===== src/rtl/adder_result_accumulator_pkg.sv =====
// Shared definitions for the adder result accumulator and other ALU stages
// that consume {carry-out, sum} beats from the narrow adder.
package adder_result_accumulator_pkg;

  typedef enum logic {
    ST_ACCUM = 1'b0,
    ST_HOLD  = 1'b1
  } acc_state_e;

  localparam int unsigned ADDER_IN_W   = 4;
  localparam int unsigned ADDER_BEAT_W = ADDER_IN_W + 1;

  // A beat carries the adder sum plus its carry-out bit.
  function automatic int unsigned beat_width(input int unsigned in_w);
    return in_w + 1;
  endfunction

endpackage


===== src/rtl/adder_result_accumulator_acc_datapath.sv =====
// Combinational add of one zero-extended beat into the running total, with
// sticky overflow taken from the carry out of the ACC_W-bit result.
module acc_datapath
  import adder_result_accumulator_pkg::*;
#(
  parameter int IN_W  = 4,
  parameter int ACC_W = 12
) (
  input  logic [ACC_W-1:0] acc,
  input  logic             ovf,
  input  logic [IN_W-1:0]  sum,
  input  logic             cout,
  output logic [ACC_W-1:0] acc_next,
  output logic             ovf_next
);

  localparam int unsigned BEAT_W = beat_width(IN_W);

  logic [ACC_W:0] beat;
  logic [ACC_W:0] total;

  always_comb begin
    beat     = {{(ACC_W + 1 - BEAT_W){1'b0}}, cout, sum};
    total    = {1'b0, acc} + beat;
    acc_next = total[ACC_W-1:0];
    ovf_next = ovf | total[ACC_W];
  end

endmodule


===== src/rtl/adder_result_accumulator.sv =====
// Accumulates adder result beats into frames closed by in_last or a beat
// count, and hands each frame total downstream over a valid/ready port.
module adder_result_accumulator
  import adder_result_accumulator_pkg::*;
#(
  parameter int IN_W  = 4,
  parameter int ACC_W = 12,
  parameter int BEATS = 8,
  parameter int CNT_W = 4
) (
  input  logic             clk,
  input  logic             rst,
  input  logic             in_valid,
  output logic             in_ready,
  input  logic [IN_W-1:0]  in_sum,
  input  logic             in_cout,
  input  logic             in_last,
  output logic             out_valid,
  input  logic             out_ready,
  output logic [ACC_W-1:0] out_acc,
  output logic [CNT_W-1:0] out_count,
  output logic             out_ovf
);

  // Handshakes: a transfer happens on a rising edge where valid && ready.
  // valid never depends on ready; once out_valid rises, out_* hold until taken.
  // in_ready is low for the whole HOLD state, so no beat is accepted in the
  // cycle a result is consumed.

  acc_state_e       state;
  acc_state_e       state_next;
  logic [ACC_W-1:0] acc;
  logic [ACC_W-1:0] acc_next;
  logic [CNT_W-1:0] cnt;
  logic [CNT_W-1:0] cnt_inc;
  logic             ovf;
  logic             ovf_next;
  logic             accept;
  logic             close;

  acc_datapath #(
    .IN_W (IN_W),
    .ACC_W(ACC_W)
  ) u_acc_datapath (
    .acc     (acc),
    .ovf     (ovf),
    .sum     (in_sum),
    .cout    (in_cout),
    .acc_next(acc_next),
    .ovf_next(ovf_next)
  );

  always_comb begin
    accept  = in_valid && in_ready;
    cnt_inc = cnt + CNT_W'(1);
    close   = accept && (in_last || (cnt_inc == CNT_W'(BEATS)));
  end

  always_ff @(posedge clk or posedge rst) begin
    if (rst) begin
      state <= ST_ACCUM;
    end else begin
      state <= state_next;
    end
  end

  always_comb begin
    state_next = state;
    case (state)
      ST_ACCUM: if (close) state_next = ST_HOLD;
      ST_HOLD:  if (out_ready) state_next = ST_ACCUM;
      default:  state_next = ST_ACCUM;
    endcase
  end

  always_comb begin
    in_ready  = (state == ST_ACCUM);
    out_valid = (state == ST_HOLD);
  end

  // A closing beat publishes the post-beat totals and restarts the frame.
  always_ff @(posedge clk or posedge rst) begin
    if (rst) begin
      acc       <= '0;
      cnt       <= '0;
      ovf       <= 1'b0;
      out_acc   <= '0;
      out_count <= '0;
      out_ovf   <= 1'b0;
    end else if (accept) begin
      if (close) begin
        out_acc   <= acc_next;
        out_count <= cnt_inc;
        out_ovf   <= ovf_next;
        acc       <= '0;
        cnt       <= '0;
        ovf       <= 1'b0;
      end else begin
        acc <= acc_next;
        cnt <= cnt_inc;
        ovf <= ovf_next;
      end
    end
  end

endmodule

===== config.mk =====
export PLATFORM = sky130hd
export DESIGN_NAME = adder_result_accumulator
export DESIGN_NICKNAME = d
export VERILOG_FILES = /design/src/rtl/adder_result_accumulator_pkg.sv /design/src/rtl/adder_result_accumulator_acc_datapath.sv /design/src/rtl/adder_result_accumulator.sv
export SDC_FILE = /design/constraint.sdc
export NUM_CORES = 1
export LEC_CHECK = 0
export CORE_UTILIZATION = 53
export DETAILED_ROUTE_END_ITERATION = 6
export GPL_TIMING_DRIVEN = 0
export PLACE_DENSITY = 0.86
export SLEW_MARGIN = 10
export SYNTH_ARGS = -nofsm -noshare
export SYNTH_HDL_FRONTEND = slang
export SYNTH_SLANG_ARGS = --single-unit

===== constraint.sdc =====
create_clock -name clk -period 2.35 [get_ports clk]
set_input_delay 0.47 -clock clk [delete_from_list [all_inputs] [get_ports clk]]
set_output_delay 0.47 -clock clk [all_outputs]
set_load 0.02 [all_outputs]

[Word-level counts from Yosys, hierarchy flattened]
Cells that the tools add are included.
Word-level totals
  input port bits: 10
  flip-flop bits (word level): 35
  word-level logic and storage cells: 22
Operators by class
  equal/unequal tests: 1
  $add $sub $neg: 2
  bitwise operators: 2
  reduce and logical (&&, ||, !) cells: 4
  muxes and demuxes: 6
Operators by type and width (count)
  12-bit by 5-bit adder with 13-bit output: 1
  12-bit 2-to-1 mux: 1
  4-bit by 1-bit adder with 4-bit output, second input constant: 1
  4-bit == test, second input constant: 1
  4-bit 2-to-1 mux: 1
  1-bit 2-to-1 mux: 3
  1-bit logical AND: 2
  1-bit one-hot mux with 2 select lines: 1
  2-bit AND reduction: 1
  1-bit logical OR: 1
  1-bit NOT: 1
  1-bit bitwise OR: 1

[Logic depth before layout (Yosys ltp)]
  depth in word-level cells: 6
  gate-level depth with buffers: 8

[Cells and area by module]
From an unflattened synthesis, not the netlist that was laid out.
Second synthesis, totals
  cell total of the unflattened synthesis: 286
  area, all modules: 2617.5 µm²
Modules (own cells, without submodules)
  adder_result_accumulator: times used 1, area each 2174.6 µm², cells each 230, seq. area each 875.8 µm²
  acc_datapath: times used 1, area each 442.9 µm², cells each 56, seq. area each 0.0 µm²

[Least setup slack after synthesis]
Ideal clock, no wire load.
  kind: input -> register
  start: input in_sum[0]
  end: register acc[8]
  setup slack: 0.372 ns
  path buffers: 0
  library setup time: 0.118 ns
  arrival time: 1.860 ns
  cell stages on the path: 8
  path through: ha_1 inv_1 fa_1 nor2b_1 o2111ai_1 a21oi_1 o21ai_1 a21o_1
On the way
  word-level cells in the longest chain between the ends: 2
RTL lines
  start, declared: line adder_result_accumulator.sv:15  | input logic [IN_W-1:0] in_sum,
  12-bit by 5-bit adder with 13-bit output: line adder_result_accumulator_acc_datapath.sv:24  | total = {1'b0, acc} + beat;
  12-bit 2-to-1 mux: line adder_result_accumulator.sv:91  | if (close) begin
  end signal, assigned: line adder_result_accumulator.sv:99  | acc <= acc_next;
  end, declared: line adder_result_accumulator.sv:32  | logic [ACC_W-1:0] acc;
Every way passes these cells.
A chain may end at the register's enable or synchronous reset.

[Worst setup path in the final report]
  start: input in_sum[0]
  end: register acc[10]
Same word-level chain as after synthesis.

==> metrics <==
status=finished, final reports clean; final cycle utilization of the critical path=0.9222; Post-Syn Area=1899 sq um; grt ovf=0; clk root buf=clkbuf_4; Max Clock Skew=0.007424 ns; delay-heaviest family, CP=adder cells; pin count of the biggest net entering global routing=36; top cells by count, synth=dfrtp_1, nand2_1, o21ai_1; Final WS setup=0.1829 ns; detailed placement HPWL=2636 microns; Critical Path RT=2.63 ns; internal power=1.227 mW; number of warnings issued by yosys=0; Mapped Cells=179; routability cong.=0.8770; Buffers on Ports=28; Die Wd=61.87 microns; global-route wire length before repair=5892 microns; total CTS buffers=5; power density cells=843.7 nW/um^2; VDD IR max=0.0006118 V; CP endpoint kind=register; Rel. slew slack=0.5312; Yosys reg bits=35; number of vias per cell=5.372; Total GRT Usage=0.2175; met1 WL=1686 microns; die area=3827 sq um; ANT cells=0; DRT Wirelength=3596 microns; Hold Fails Final Rpt=0; Post-synth EDFFs=0; Seq/Total Area, Yosys=0.4611; Critical Path Max Stage Delay=0.47 ns; # rows=21; io pins=29; final number of max-transition violations=0; Sink Count=35; layout cell share with drive strength beyond 1=0.1488; number of H-tree branching levels=2; Sw Ratio=0.3691; post_cts resized=0; Setup Buffers After CTS=0; master of the slowest instance on the critical path=clkdlybuf4s50_1; Netlist cell types=44; clock latency on the worst-skew pair=0.34 ns; Hold Buf Count CTS=0; Logic pwr share=0.419; per-cell routed wire length=13.78 microns; worst path cell trace=clkdlybuf4s50_1, ha_2, inv_1, fa_2, nor2b_2, o2111a_1, o211ai_1, nor3_1, o21bai_1; Leak=0.9881 nW; startpoint types=input port; routed wire length on met2=1710 microns; top sig layer=met4; CTS tree=done; Final ANT Viol Nets=0; max frequency=0.4615 GHz; clock share of power=0.170; dpl ws=-0.3023 ns; synthesis-to-finish area growth=21.41%; Max Cap Viol=0; Mapped Nets=196; Remaining DRCs=0; Util after Layout=0.6803; most common cell in the synthesized netlist=dfrtp_1; Yosys top cell area share=0.4611; CTS Buffer Depth=2; CTS clk-pin slew, worst paths=0.12 ns; Worst Path Arrival=2.44 ns; kind of critical path=in2reg; met3 WL=117 microns; via count=1,402; worst-margin pin slew=0.7021 ns; Synth area leaders=dfrtp_1, xnor2_1, o21ai_1; Synth Flop Type=dfrtp_1; count of final setup violators=0; Die Y=61.87 microns; post-synth top area cell=dfrtp_1; Final Critical Period=2.167 ns; net switching power=0.7180 mW; CP max FO=3; Initial Utilization=0.5604; hold slack=0.4973 ns; Hold WC Path Type=reg2reg; count of nets after finishing=231; RSZ-0062 raised after global routing=no; Bufs and invs on worst path=2; drt pass-1 iters=4; DRT iter0 DRCs=73; average cell area after synthesis=10.61 sq um; Core ar.=3390 sq um; Synth async-reset ratio=1.000; vias in the first global route=1,288; initial antenna violation count=0; sequential share of power=0.411
-- routing by layer --
layer	track usage	up-vias
li1	-	709
met1	0.2878	653
met2	0.3425	34
met3	0.03727	6
met4	0.1143	0
met5	0	-
-- worst register-to-register path: cells and delay by family, from the launching register on --
| family | cells | cell delay [ns] |
|---|---|---|
| fa+ha+maj | 2 | 0.57 |
| simple gates | 2 | 0.37 |
| compound gates | 3 | 0.51 |
| flops | 1 | 0.38 |
| buf+inv | 1 | 0.06 |
-- logic make-up after synthesis --
kind of cell	share of synthesized area
simple gates	0.1166
xor+xnor	0.05534
mux	0.04282
compound gates	0.2174
flops	0.4611
fa+ha+maj	0.05007
buf+inv	0.05665
-- cell usage in the layout, fill, tap and decap left out, types with 2 or more instances in the layout --
| cell type | Yosys | routed |
|---|---|---|
| buf_2 | 2 | 2 |
| a21oi_1 | 9 | 8 |
| and3_4 | 2 | 2 |
| o2111ai_1 | 3 | 3 |
| nor3_1 | 3 | 3 |
| or3_1 | 2 | 2 |
| a21o_1 | 3 | 3 |
| xor2_1 | 2 | 2 |
| nand2_1 | 19 | 19 |
| xnor2_1 | 10 | 10 |
| nand3_1 | 2 | 2 |
| a31oi_1 | 2 | 2 |
| inv_1 | 11 | 10 |
| ha_1 | 6 | 5 |
| nand2b_1 | 3 | 3 |
| o21ai_1 | 16 | 16 |
| clkbuf_4 | 0 | 5 |
| nor2_1 | 6 | 6 |
| o21bai_1 | 4 | 4 |
| dfrtp_1 | 35 | 35 |
| buf_6 | 4 | 4 |
| o21ai_0 | 4 | 4 |
| clkinvlp_4 | 0 | 2 |
| mux2_4 | 4 | 4 |
| a22o_1 | 5 | 5 |
| clkdlybuf4s50_1 | 0 | 28 |
-- worst paths after layout --
| path | slack (ns) | cells past startpoint | from | endpoint |
|---|---|---|---|---|
| worst min-delay path | 0.50 | 2 | out_count[0] | out_count[0] |
| max in group asynchronous | 1.31 | 2 | rst | acc[3] |
| worst max-delay path | 0.18 | 9 | in_sum[0] | acc[10] |
| worst max register to register | 0.41 | 8 | acc[0] | acc[10] |
| min in group asynchronous | 0.57 | 2 | rst | out_valid |
| worst min register to register | 0.50 | 2 | out_count[0] | out_count[0] |
-- power by group through the flow --
stage / sequential, mW / combinational [mW] / clock (mW)
finish: 0.800 / 0.815 / 0.331
global route: 0.820 / 0.886 / 0.367
floorplan: 0.892 / 0.459 / 0
detailed placement: 0.811 / 0.805 / 0
CTS: 0.801 / 0.813 / 0.334
global placement: 0.804 / 0.794 / 0
-- per-stage QoR --
stage,instance area [sq um],instances,TNS [ns],power [mW]
6_report,2306,261,0,1.946
5_1_grt,2306,261,0,2.073
4_1_cts,2295,261,0,1.948
3_5_place_dp,2237,253,-2.120,1.616
3_3_place_gp,2237,253,-1.942,1.597
2_1_floorplan,1899,179,0,1.351
-- sequential cells by signal, summed over array words and instances, names as in the netlist --
register and flops:
acc 12, out_acc 12, cnt 4, out_count 4
out_ovf 1, out_valid 1, ovf 1
-- cell type report --
| class | count | area, sq um |
|---|---|---|
| clock buffers | 5 | 37.54 |
| flip-flops and latches | 35 | 875.8 |
| well taps | 46 | 57.56 |
| inverters | 11 | 41.29 |
| plain buffers | 8 | 66.31 |
| fillers | 269 | 1084 |
| multi-input cells | 125 | 927.1 |
| repair buffers | 28 | 280.3 |
| clock inverters | 3 | 20.02 |
Note: power is estimated with default switching activity, not from simulation.
